<file path="src/rtl/colpar_pkg.sv">
// -----------------------------------------------------------------------------
// colpar_pkg
// Shared definitions for the column-parity controller slice.
//   COLPAR_DEPTH    : lines per run (64). The controller ends a run on co_c64,
//                     not by counting lines itself.
//   COLPAR_WIDTH    : bits per line (25). Each line ends on co_c25.
//   COLPAR_WD_LIMIT : default watchdog limit. Must be larger than COLPAR_WIDTH
//                     so that a healthy line always carries out first.
//   colpar_state_e  : controller state encoding (3 bits).
//   colpar_is_busy  : true for every state that is part of an active run.
// -----------------------------------------------------------------------------
package colpar_pkg;

  localparam int unsigned COLPAR_DEPTH    = 64;
  localparam int unsigned COLPAR_WIDTH    = 25;
  localparam int unsigned COLPAR_WD_LIMIT = 32;

  typedef enum logic [2:0] {
    S_IDLE = 3'd0,
    S_INIT = 3'd1,
    S_READ = 3'd2,
    S_BITS = 3'd3,
    S_SAVE = 3'd4,
    S_DONE = 3'd5,
    S_ERR  = 3'd6
  } colpar_state_e;

  function automatic logic colpar_is_busy(input colpar_state_e s);
    return !(s inside {S_IDLE, S_DONE, S_ERR});
  endfunction

endpackage

</file>
<file path="src/rtl/colpar_if.sv">
// -----------------------------------------------------------------------------
// colpar_if
// Bundles the controller's handshake, datapath strobes and carry inputs.
//   master : the controller's view. It receives start/abort from the top level
//            and the two counter carries from the datapath, and drives the
//            datapath strobes plus the busy/done/err status.
//   slave  : the environment's view (top level + datapath), the mirror image.
// -----------------------------------------------------------------------------
interface colpar_if;

  // Control from the top level
  logic start;
  logic abort;
  // Carries from the datapath counters
  logic co_c64;
  logic co_c25;
  // Strobes to the datapath
  logic ld_fr;
  logic ld_r;
  logic en_fw;
  logic init0_c64;
  logic init0_c25;
  logic en_c64;
  logic en_c25;
  // Status to the top level
  logic busy;
  logic done;
  logic err;

  modport master (
    input  start, abort, co_c64, co_c25,
    output ld_fr, ld_r, en_fw, init0_c64, init0_c25, en_c64, en_c25,
    output busy, done, err
  );

  modport slave (
    output start, abort, co_c64, co_c25,
    input  ld_fr, ld_r, en_fw, init0_c64, init0_c25, en_c64, en_c25,
    input  busy, done, err
  );

endinterface

</file>
<file path="src/rtl/colpar_watchdog.sv">
// -----------------------------------------------------------------------------
// colpar_watchdog
// Saturating cycle counter used to catch a bit counter that never carries out.
//   clk     in  rising-edge clock
//   rst     in  asynchronous, active-high reset
//   clr_i   in  synchronous clear (has priority over en_i)
//   en_i    in  count this cycle
//   limit_o out count has reached WD_LIMIT-1
// The count holds at the limit instead of wrapping, so limit_o cannot drop
// back by itself while the owner is still deciding what to do with it.
// -----------------------------------------------------------------------------
module colpar_watchdog
  import colpar_pkg::*;
#(
  parameter int unsigned WD_LIMIT = COLPAR_WD_LIMIT
) (
  input  logic clk,
  input  logic rst,
  input  logic clr_i,
  input  logic en_i,
  output logic limit_o
);

  localparam int unsigned CNT_W = (WD_LIMIT > 1) ? $clog2(WD_LIMIT) : 1;
  localparam logic [CNT_W-1:0] LAST = CNT_W'(WD_LIMIT - 1);

  logic [CNT_W-1:0] count_q;
  logic [CNT_W-1:0] count_d;

  assign limit_o = (count_q == LAST);

  always_comb begin
    // NOTE: next-state defaults to the current value first, so every path
    // assigns count_d and no latch can be inferred.
    count_d = count_q;
    if (clr_i) begin
      count_d = '0;
    end else if (en_i && !limit_o) begin
      count_d = count_q + 1'b1;
    end
  end

  // NOTE: state registers use non-blocking assignments so every flop samples
  // pre-edge values regardless of process ordering.
  always_ff @(posedge clk or posedge rst) begin
    if (rst) begin
      count_q <= '0;
    end else begin
      count_q <= count_d;
    end
  end

endmodule

</file>
<file path="src/rtl/colpar_controller.sv">
// -----------------------------------------------------------------------------
// colpar_controller
// Sequences the column-parity datapath over 64 lines x 25 bits.
//   clk  in   rising-edge clock
//   rst  in   asynchronous, active-high reset (also resets the datapath)
//   bus  colpar_if.master
//        start/abort         : run control (abort always wins)
//        co_c64/co_c25       : datapath line/bit counter carries
//        ld_fr, ld_r, en_fw,
//        init0_c64/c25,
//        en_c64/c25          : datapath strobes
//        busy/done/err       : status
// Per line: READ (1 cycle) -> BITS (25 cycles, ends on co_c25, which is also
// the cycle that writes bit 24) -> SAVE (1 cycle, co_c64 ends the run).
// All outputs are Moore, decoded from the registered state only.
// WD_LIMIT must exceed the line width or healthy lines would trip the watchdog.
// -----------------------------------------------------------------------------
module colpar_controller
  import colpar_pkg::*;
#(
  parameter int unsigned WD_LIMIT = COLPAR_WD_LIMIT
) (
  input  logic     clk,
  input  logic     rst,
  colpar_if.master bus
);

  colpar_state_e state_q;
  colpar_state_e state_d;

  logic wd_clr;
  logic wd_en;
  logic wd_limit;

  // The watchdog only runs in S_BITS and restarts on every other state, so
  // each line gets its own budget.
  assign wd_en  = (state_q == S_BITS);
  assign wd_clr = (state_q != S_BITS);

  colpar_watchdog #(
    .WD_LIMIT (WD_LIMIT)
  ) u_watchdog (
    .clk     (clk),
    .rst     (rst),
    .clr_i   (wd_clr),
    .en_i    (wd_en),
    .limit_o (wd_limit)
  );

  // Next-state logic. Carries are only looked at in the state that owns them.
  always_comb begin
    state_d = state_q;
    if (bus.abort) begin
      state_d = S_IDLE;
    end else begin
      case (state_q)
        S_IDLE: if (bus.start) state_d = S_INIT;
        S_INIT: state_d = S_READ;
        S_READ: state_d = S_BITS;
        S_BITS: begin
          // A real carry beats a watchdog expiry in the same cycle.
          if (bus.co_c25)    state_d = S_SAVE;
          else if (wd_limit) state_d = S_ERR;
        end
        S_SAVE: state_d = bus.co_c64 ? S_DONE : S_READ;
        S_DONE: state_d = bus.start ? S_INIT : S_IDLE;
        S_ERR:  if (bus.start) state_d = S_INIT;
        default: state_d = S_IDLE;
      endcase
    end
  end

  // Output decode.
  always_comb begin
    bus.ld_fr     = 1'b0;
    bus.ld_r      = 1'b0;
    bus.en_fw     = 1'b0;
    bus.init0_c64 = 1'b0;
    bus.init0_c25 = 1'b0;
    bus.en_c64    = 1'b0;
    bus.en_c25    = 1'b0;
    bus.done      = 1'b0;
    bus.err       = 1'b0;
    bus.busy      = colpar_is_busy(state_q);
    case (state_q)
      S_INIT: begin
        bus.init0_c64 = 1'b1;
        bus.init0_c25 = 1'b1;
      end
      S_READ: bus.ld_fr = 1'b1;
      S_BITS: begin
        bus.en_fw  = 1'b1;
        bus.en_c25 = 1'b1;
      end
      S_SAVE: begin
        // Bit counter is rearmed here so the next S_BITS starts at bit 0.
        bus.ld_r      = 1'b1;
        bus.en_c64    = 1'b1;
        bus.init0_c25 = 1'b1;
      end
      S_DONE:  bus.done = 1'b1;
      S_ERR:   bus.err  = 1'b1;
      default: ;
    endcase
  end

  always_ff @(posedge clk or posedge rst) begin
    if (rst) begin
      state_q <= S_IDLE;
    end else begin
      state_q <= state_d;
    end
  end

endmodule

</file>
<file path="src/flat_wrapper.sv">
// flat-port wrapper written by rule: the top's interface ports become plain ports
module colpar_controller_flat import colpar_pkg::*;
#(
  parameter int unsigned WD_LIMIT = COLPAR_WD_LIMIT
)
  (clk, rst, bus_start, bus_abort, bus_co_c64, bus_co_c25, bus_ld_fr, bus_ld_r, bus_en_fw, bus_init0_c64, bus_init0_c25, bus_en_c64, bus_en_c25, bus_busy, bus_done, bus_err);
  colpar_if bus_i ();
  input  logic clk;
  input  logic rst;
  input wire logic [$bits(bus_i.start)-1:0] bus_start;
  input wire logic [$bits(bus_i.abort)-1:0] bus_abort;
  input wire logic [$bits(bus_i.co_c64)-1:0] bus_co_c64;
  input wire logic [$bits(bus_i.co_c25)-1:0] bus_co_c25;
  output wire logic [$bits(bus_i.ld_fr)-1:0] bus_ld_fr;
  output wire logic [$bits(bus_i.ld_r)-1:0] bus_ld_r;
  output wire logic [$bits(bus_i.en_fw)-1:0] bus_en_fw;
  output wire logic [$bits(bus_i.init0_c64)-1:0] bus_init0_c64;
  output wire logic [$bits(bus_i.init0_c25)-1:0] bus_init0_c25;
  output wire logic [$bits(bus_i.en_c64)-1:0] bus_en_c64;
  output wire logic [$bits(bus_i.en_c25)-1:0] bus_en_c25;
  output wire logic [$bits(bus_i.busy)-1:0] bus_busy;
  output wire logic [$bits(bus_i.done)-1:0] bus_done;
  output wire logic [$bits(bus_i.err)-1:0] bus_err;
  assign bus_i.start = bus_start;
  assign bus_i.abort = bus_abort;
  assign bus_i.co_c64 = bus_co_c64;
  assign bus_i.co_c25 = bus_co_c25;
  assign bus_ld_fr = bus_i.ld_fr;
  assign bus_ld_r = bus_i.ld_r;
  assign bus_en_fw = bus_i.en_fw;
  assign bus_init0_c64 = bus_i.init0_c64;
  assign bus_init0_c25 = bus_i.init0_c25;
  assign bus_en_c64 = bus_i.en_c64;
  assign bus_en_c25 = bus_i.en_c25;
  assign bus_busy = bus_i.busy;
  assign bus_done = bus_i.done;
  assign bus_err = bus_i.err;
  colpar_controller #(.WD_LIMIT(WD_LIMIT)) u_core (.clk(clk), .rst(rst), .bus(bus_i));
endmodule
</file>
<file path="config.mk">
export PLATFORM = sky130hd
export DESIGN_NAME = colpar_controller_flat
export DESIGN_NICKNAME = d
export VERILOG_FILES = /design/src/rtl/colpar_pkg.sv /design/src/rtl/colpar_if.sv /design/src/rtl/colpar_watchdog.sv /design/src/rtl/colpar_controller.sv /design/src/flat_wrapper.sv
export SDC_FILE = /design/constraint.sdc
export NUM_CORES = 1
export LEC_CHECK = 0
export ABC_CLOCK_PERIOD_IN_PS = 2200
export BUFFER_PORTS_ARGS = -buffer_cell sky130_fd_sc_hd__buf_2
export CORE_AREA = 2 2 39 41
export DETAILED_ROUTE_END_ITERATION = 6
export DIE_AREA = 0 0 41 43
export GPL_ROUTABILITY_DRIVEN = 0
export PLACE_DENSITY = 0.63
export SLEW_MARGIN = 20
export SYNTH_ARGS = -nofsm -noshare
export SYNTH_HDL_FRONTEND = slang
export SYNTH_SLANG_ARGS = --single-unit
</file>
<file path="constraint.sdc">
create_clock -name clk -period 2.2 [get_ports clk]
set_input_delay 0.44 -clock clk [delete_from_list [all_inputs] [get_ports clk]]
set_output_delay 0.44 -clock clk [all_outputs]
set_load 0.005 [all_outputs]
</file>
==> metrics.csv, run 1 <==
metric;value;unit
criticalPathCategory;reg2out;
drc_errors;0;
cts_tree;done;
wirelength;904;um
area_growth_syn_to_layout;13.0;%
wire_per_inst;10.3;um
tightestPinTransition;400;ps
netlist_instances;60;
yosysSeqAreaShare;37.2;%
grt_pass1_wl;1.37;mm
final_max_slew_viol_count;0;
synth_top_area_share;37.2;%
avgSynthCellArea;8.97;um2
dp_hpwl;696;um
fill_cells;136;
numCtsBuffers;3;
clkSinkCount;8;
initial_utilization;38.9;%
hold_ws;121;ps
synthesis.area;538;um2
crit_arrival;1350;ps
relSlewSlack;73.3;%
first_pass_iters;4;
clk_latency;250;ps
drtIter0Drc;16;
cts_hold_buf;0;
grt_setup_unrepaired;no;
cts.clk_slew.worst_paths;50;ps
finalSetupViolCount;0;
io_pins;16;
grt_overflow;0;
drv_cap;0;
cp_max_fo;13;
cts_max_level;1;
end_kind;output pin;
regArea;200;um2
hold_viol;0;
yosysTopAreaCell;dfrtp_1;
antenna_found_initial;0;
clock-skew-final;0.939;ps
vias;445;
nets;82;
grt_max_degree;14;
cts-root-buf;clkbuf_4;
clockBufferDepth;2;
finalCritPeriodShare;81.6;%
status;finished, final reports clean;
synthesis.nets;68;
yosysUniqueCellTypes;26;
gr-usage-all-layers;11.4;%
power_density;548;nW/um2
grt_pass1_vias;328;
hp-class;in2async;
post_cts_buffers;0;
start_kind;flip-flop;
p_leak;0.000323;uW
multi_input_area;272;um2
synth_seq_cells;8;
synthTopCellsByArea;dfrtp_1, nor2_1, mux2i_1, xor2_1, ha_1;
fin_setup_tns;0;ps
chipWidth;41;um
final_layout_size_suffix_gt1_share;31.9;%
rows;14;
min_period;1790;ps
die_y;43;um
fmax;557;MHz
cts-resized-gates;0;
ant_nets;0;
critPathRequiredTime;1760;ps
portBuffers;15;
peakVddDrop;0.261;mV
diodes;0;
dieArea;1760;um2
via_per_inst;5.06;
fp.coreArea;1380;um2
yosysWarnings;0;
sequential cells by signal, indices dropped and copies added, names as in the netlist:
| register | flops |
|---|---|
| u_core.u_watchdog.count_q | 5 |
| u_core.state_q | 3 |
power breakdown:
group | switching [uW] | internal (uW) | leakage (uW)
sequential | 14.2 | 153 | 0.000110
combinational | 28.9 | 28.9 | 0.000199
clock | 46.6 | 62.2 | 0.0000138
total | 89.8 | 244 | 0.000323
synth_stat cells:
| library cell | instances |
|---|---|
| o22ai_1 | 1 |
| a21oi_1 | 2 |
| buf_4 | 2 |
| nor3_1 | 4 |
| o31ai_1 | 1 |
| o21ai_1 | 1 |
| and3_2 | 2 |
| a2bb2oi_1 | 1 |
| xor2_1 | 3 |
| dfrtp_1 | 8 |
| inv_1 | 3 |
| o2111ai_1 | 1 |
| nand2b_1 | 1 |
| nor2_1 | 11 |
| mux2i_1 | 3 |
| inv_2 | 2 |
| ha_1 | 2 |
| nand2_1 | 1 |
| buf_6 | 2 |
| o221ai_1 | 1 |
| nor2b_1 | 1 |
| and3_1 | 1 |
| buf_2 | 2 |
| nand4b_1 | 1 |
| xnor2_1 | 2 |
| nand3_2 | 1 |
per-stage QoR:
| step | instances | power, uW | setup slack (ps) | area [um2] | util [%] |
|---|---|---|---|---|---|
| final | 88 | 333 | 405 | 608 | 43.9 |
| after detailed placement | 85 | 227 | 544 | 586 | 42.3 |
| after global routing | 88 | 353 | 315 | 608 | 43.9 |
| after CTS | 88 | 336 | 401 | 608 | 43.9 |
| after global placement | 85 | 228 | 601 | 586 | 42.3 |
| after floorplan | 60 | 211 | 659 | 538 | - |
path summary, 6_finish.rpt:
check / to / cells after the start / slack, ps / start
hold / removal: u_core.u_watchdog.count_q[2] / 2 / 120 / rst
max in group asynchronous: u_core.u_watchdog.count_q[0] / 2 / 1850 / rst
setup / recovery: bus_busy / 4 / 410 / u_core.state_q[1]
hold reg to reg: u_core.u_watchdog.count_q[3] / 2 / 540 / u_core.u_watchdog.count_q[3]
setup reg to reg: u_core.state_q[0] / 6 / 530 / u_core.u_watchdog.count_q[0]
min in group clk: u_core.state_q[2] / 2 / 400 / bus_abort
layout make-up:
class / instances / share of cell area [%]
flip-flops and latches: 8 / 32.9
well taps: 16 / 3.29
multi-input cells: 41 / 44.7
inverters: 5 / 3.09
clock buffers: 3 / 3.70
repair buffers: 15 / 12.3
layout by cell type, fill, tap and decap left out:
cell type   n
buf_2      15
ha_1        2
nor2b_1     1
nor3_1      4
o22ai_1     1
mux2i_1     3
nand3_2     1
a2bb2oi_1   1
xnor2_1     2
and3_1      1
o21ai_1     1
clkbuf_4    3
nand4b_1    1
nor2_1     11
and3_2      2
o2111ai_1   1
a21oi_1     2
inv_2       2
dfrtp_1     8
nand2_1     1
nand2b_1    1
xor2_1      3
o31ai_1     1
o221ai_1    1
inv_1       3
metal layers:
metal | track usage [%] | routed length [um] | vias to the layer above
met2 | 13.1 | 349 | 20
met4 | 6.00 | 12 | 0
met1 | 18.5 | 465 | 196
met5 | 0 | 0 | -
li1 | - | - | 227
met3 | 3.14 | 76 | 2
worst max-delay path: stages, from the launching register on:
cell      delay (ps)
dfrtp_1          520
nand2b_1         270
nor2_1           140
nor2_1            60
buf_2            120
cell families after synthesis:
family                   share of synthesized area [%]
AO/OA/AOI/OAI                                     10.2
XOR/XNOR                                          8.14
adder cells (fa/ha/maj)                           4.65
buffers and inverters                             12.3
flip-flops                                        37.2
multiplexers                                      5.58
AND/OR/NAND/NOR                                   21.9
Note: power is estimated with default switching activity, not from simulation.
==> inputs of run 2 (changes only) <==
Settings changed: ABC_CLOCK_PERIOD_IN_PS 2200 to 1600, PLACE_DENSITY 0.63 to 0.66.
Clock period 2.2 ns to 1.6 ns, I/O delays scaled along.
==> run 2 against run 1 <==
Net effect:
- core utilization up 2.6 points
- global-route usage up 1.6 points
- non-clock buffer count up 3
- total power up 40%
==> metrics.csv, run 2 (synthesis gave the netlist of run 1 again) <==
metric;value;unit;change
clkSinkCount;8;;unchanged
final_max_slew_viol_count;0;;unchanged
grt_setup_unrepaired;no;;
grt_pass1_vias;407;;+24%
dieArea;1760;um2;unchanged
dp_hpwl;768;um;+10%
max_stage_delay;450;ps;-70 ps
dp.cells;87;;+2.4%
relSlewSlack;78.8;%;+5.5 points
cts_tree;done;;
finalCritPeriodShare;94.5;%;
fin_setup_tns;0;ps;unchanged
nets;85;;+3.7%
cp_max_fo;6;;-7
drv_cap;0;;unchanged
die_y;43;um;unchanged
critPathRequiredTime;1280;ps;-480 ps
crit_slowest_cell;dfrtp_2;;
area_growth_syn_to_layout;19.8;%;
wirelength;984;um;+8.8%
numCtsBuffers;3;;unchanged
clockBufferDepth;2;;unchanged
regToRegStartpoint;u_core.u_watchdog.count_q[0];;
p_leak;0.000332;uW;+2.7%
antenna_found_initial;0;;unchanged
r2r_cells;6;;unchanged
cts.clk_slew.worst_paths;50;ps;about the same
clk_latency;240;ps;about the same
clock-skew-final;2.71;ps;+1.77 ps
finalSetupViolCount;0;;unchanged
initial_utilization;38.9;%;unchanged
ant_nets;0;;unchanged
r2r-end;u_core.state_q[0];;
cts_max_level;1;;unchanged
diodes;0;;unchanged
crit_arrival;1190;ps;-160 ps
design_area;644;um2;+6.0%
layout_common_cells;buf_2, nor2_1, dfrtp_1;;
r2r_slack;90;ps;-440 ps
grt_overflow;0;;unchanged
top_register;u_core.u_watchdog.count_q;;
cp_cell_sequence;nand2b_2, nor2_2, nor2_1, buf_2;;
via_per_inst;5.12;;+1.3%
gr-usage-all-layers;13.0;%;+1.6 points
hp-class;in2async;;
drtIter0Drc;14;;-2
largest_reg_flops;5;;unchanged
tightestPinTransition;317;ps;-83.0 ps
io_pins;16;;unchanged
drc_errors;0;;unchanged
hold_viol;0;;unchanged
final_cells;91;;+3.4%
first_pass_iters;4;;unchanged
grt_max_degree;11;;-3
start_kind;flip-flop;;
hold_ws;12.6;ps;-108 ps
fmax;662;MHz;
portBuffers;15;;unchanged
reg_top3;u_core.u_watchdog.count_q (5), u_core.state_q (3);;
peakVddDrop;0.269;mV;+3.2%
final_layout_size_suffix_gt1_share;45.3;%;+13 points
chipWidth;41;um;unchanged
layout_commonest_cell;buf_2;;
power_density;727;nW/um2;+32%
cts-root-buf;clkbuf_4;;
end_kind;output pin;;
wire_per_inst;10.8;um;+5.3%
min_period;1510;ps;
vias;466;;+4.7%
grt_pass1_wl;1.61;mm;+17%
rows;14;;unchanged
fp.coreArea;1380;um2;unchanged
dpl_cell_area;601;um2;+2.6%
status;finished, final reports clean;;
criticalPathCategory;reg2out;;
-- run 2: cell count changes in the layout (fill, tap and decap cells not counted), sizes merged --
cell / delta
clkbuf: +1
buf: +2
-- run 2: report_power, final --
| part | internal (uW) | switching, uW | leakage [uW] |
|---|---|---|---|
| combinational | 45.0 | 48.1 | 0.000213 |
| clock | 85.5 | 63.9 | 0.0000138 |
| sequential | 211 | 14.4 | 0.000105 |
| total | 342 | 126 | 0.000332 |
-- run 2: worst max-delay path: cells and delay by family, from the launching register on --
kind                   cells  cell delay, ps
AND/OR/NAND/NOR            3             380
buffers and inverters      1             120
flip-flops                 1             450
-- run 2: layout make-up --
| type | count | area [um2] |
|---|---|---|
| Tap cell | 16 | 20.0 |
| Timing Repair Buffer | 18 | 95.1 |
| Clock buffer | 3 | 22.5 |
| Multi-Input combinational cell | 41 | 284 |
| Inverter | 5 | 18.8 |
| Sequential cell | 8 | 204 |
| Fill cell | 140 | 739 |
-- run 2: how the worst max path moves through the flow --
stage / start / end / slack [ps] / cells past startpoint
2_1_floorplan: u_core.u_watchdog.count_q[0] / u_core.u_watchdog.count_q[3] / 60 / 7
3_3_place_gp: u_core.u_watchdog.count_q[0] / u_core.state_q[0] / 50 / 6
3_5_place_dp: u_core.u_watchdog.count_q[0] / u_core.state_q[0] / 40 / 6
4_1_cts: u_core.state_q[1] / bus_busy / 30 / 4
5_1_grt: u_core.u_watchdog.count_q[0] / u_core.state_q[0] / 0.9 / 6
6_report: u_core.state_q[1] / bus_busy / 90 / 4
-- run 2: per-layer routing --
| metal | wire length (um) | vias up | global-route usage [%] |
|---|---|---|---|
| li1 | - | 233 | - |
| met1 | 470 | 219 | 19.6 |
| met2 | 474 | 14 | 17.8 |
| met3 | 39 | 0 | 1.57 |
| met4 | 0 | 0 | 6.00 |
| met5 | 0 | - | 0 |
-- run 2: through the flow --
stage	utilization, %	worst slack (ps)	power, uW
after floorplan	-	59.0	290
after global placement	43.4	50.9	318
after detailed placement	43.4	41.9	318
after CTS	45.1	30.6	471
after global routing	46.6	0.873	502
final	46.6	88.4	468
-- run 2: what timing repair did --
action                                  CTS  global route
resized for setup                         1             7
pin swaps                                 0             1
hold buffers                              0             0
endpoints found under the setup margin    1            11
setup buffers                             0             1
==> inputs of run 3 (changes only) <==
Settings changed: RECOVER_POWER set to 50.
==> run 3 against run 2 <==
Net effect:
- clock skew hardly changed
- register-to-register slack hardly changed
- clock power hardly changed
- largest cell class unchanged
- largest power group unchanged
- highest routed layer unchanged
==> metrics.csv, run 3 (synthesis gave the netlist of run 1 again) <==
metric;value;unit;change
status;finished, final reports clean;;
critPathRequiredTime;1280;ps;about the same
cp_max_fo;8;;+2
crit_slowest_cell;dfrtp_2;;
dieArea;1760;um2;unchanged
regToRegStartpoint;u_core.u_watchdog.count_q[0];;
max_stage_delay;450;ps;about the same
r2r_cells;6;;unchanged
nets;85;;unchanged
clkSinkCount;8;;unchanged
grt_pass1_vias;407;;unchanged
p_seq_share;48.4;%;+0.2 points
diodes;0;;unchanged
r2r-end;u_core.state_q[0];;
final_layout_size_suffix_gt1_share;45.3;%;unchanged
rows;14;;unchanged
wirelength;981;um;-0.30%
clock-skew-final;2.29;ps;-0.422 ps
fill_cells;140;;unchanged
p_leak;0.000331;uW;-0.22%
cts_max_level;1;;unchanged
grt_pass1_wl;1.61;mm;unchanged
relSlewSlack;78.9;%;about the same
chipWidth;41;um;unchanged
die_y;43;um;unchanged
fmax;656;MHz;-0.81%
top_register;u_core.u_watchdog.count_q;;
grt_max_degree;11;;unchanged
finalCritPeriodShare;95.3;%;+0.78 points
cts_hold_buf;0;;unchanged
p_switching;126;uW;-0.24%
min_period;1520;ps;+12.4 ps
drtIter0Drc;16;;+2
gr-usage-all-layers;13.0;%;unchanged
hold_viol;0;;unchanged
via_per_inst;5.07;;-1.1%
start_kind;flip-flop;;
grt_overflow;0;;unchanged
clockBufferDepth;2;;unchanged
multi_input_area;284;um2;unchanged
r2r_slack;90;ps;about the same
combPwrFrac;19.6;%;-0.3 points
criticalPathCategory;reg2out;;
clk_latency;240;ps;about the same
largest_reg_flops;5;;unchanged
wire_per_inst;10.8;um;-0.30%
drv_cap;0;;unchanged
end_kind;output pin;;
ant_nets;0;;unchanged
reg_top3;u_core.u_watchdog.count_q (5), u_core.state_q (3);;
power_density;726;nW/um2;about the same
io_pins;16;;unchanged
tightestPinTransition;317;ps;-0.511 ps
cts.clk_slew.worst_paths;50;ps;about the same
area_growth_syn_to_layout;19.3;%;
internal_power;340;uW;-0.54%
initial_utilization;38.9;%;unchanged
cp_cell_sequence;clkbuf_2, and3_2, buf_2;;
dpl_cell_area;601;um2;unchanged
fp.coreArea;1380;um2;unchanged
grt_setup_unrepaired;no;;
first_pass_iters;4;;unchanged
hp-class;in2async;;
drc_errors;0;;unchanged
portBuffers;15;;unchanged
dp_hpwl;768;um;unchanged
cts_tree;done;;
power.share.clock;32.0;%;about the same
finalSetupViolCount;0;;unchanged
crit_arrival;1200;ps;about the same
peakVddDrop;0.269;mV;-0.28%
fin_setup_tns;0;ps;unchanged
antenna_found_initial;0;;unchanged
cts-root-buf;clkbuf_4;;
swShare;27.1;%;+0.059 points
design_area;642;um2;-0.39%
layout_commonest_cell;buf_2;;
vias;461;;-1.1%
regArea;204;um2;unchanged
final_max_slew_viol_count;0;;unchanged
numCtsBuffers;3;;unchanged
layout_common_cells;buf_2, nor2_1, dfrtp_1;;
## run 3: changes by cell type in the layout (fill, tap and decap cells not counted), sizes merged
cell / change
buf: -1
clkbuf: +1
## run 3: worst max path at each step
stage                                      start                      endpoint  slack, ps  depth (start not counted)
floorplan           u_core.u_watchdog.count_q[0]  u_core.u_watchdog.count_q[3]         60                          7
global placement    u_core.u_watchdog.count_q[0]             u_core.state_q[0]         50                          6
detailed placement  u_core.u_watchdog.count_q[0]             u_core.state_q[0]         40                          6
CTS                            u_core.state_q[1]                      bus_busy         30                          4
global route        u_core.u_watchdog.count_q[0]             u_core.state_q[0]          3                          6
finish                         u_core.state_q[1]                       bus_err         80                          3
## run 3: what timing repair did
action | in CTS | in global routing
setup buffers | 0 | 1
gates resized for setup | 1 | 7
setup endpoints to repair | 1 | 11
pin swaps | 0 | 1
## run 3: through the flow
stage / hold slack (ps) / cells / total power (uW) / util (%) / worst slack, ps
floorplan: 136 / 60 / 290 / - / 59.0
detailed placement: 288 / 87 / 318 / 43.4 / 41.9
CTS: 19.0 / 90 / 471 / 45.1 / 30.6
global route: 42.1 / 91 / 500 / 46.4 / 3.02
finish: 12.7 / 91 / 466 / 46.4 / 75.9
global placement: 285 / 87 / 318 / 43.4 / 50.9
## run 3: power by group through the flow
stage	combinational, uW	clock (uW)	sequential (uW)
2_1_floorplan	71.1	0	219
3_3_place_gp	90.7	0	227
3_5_place_dp	89.9	0	228
4_1_cts	90.3	157	224
5_1_grt	104	168	227
6_report	91.2	149	226
## run 3: area by class of cell
class | count | share of cell area (%)
clock buffers | 3 | 3.51
multi-input cells | 41 | 44.2
inverters | 5 | 2.92
well taps | 16 | 3.12
flip-flops and latches | 8 | 31.8
repair buffers | 18 | 14.4
## run 3: worst max-delay path, delay by kind of cell, from the launching register on
| family | cells | cell delay, ps |
|---|---|---|
| buffers and inverters | 2 | 300 |
| flip-flops | 1 | 450 |
| AND/OR/NAND/NOR | 1 | 210 |
## run 3: metal layers
metal	track usage (%)	up-vias	wire, um
met5	0	-	0
met2	17.8	10	479
li1	-	233	-
met4	6.00	0	0
met1	19.6	218	474
met3	1.57	0	28
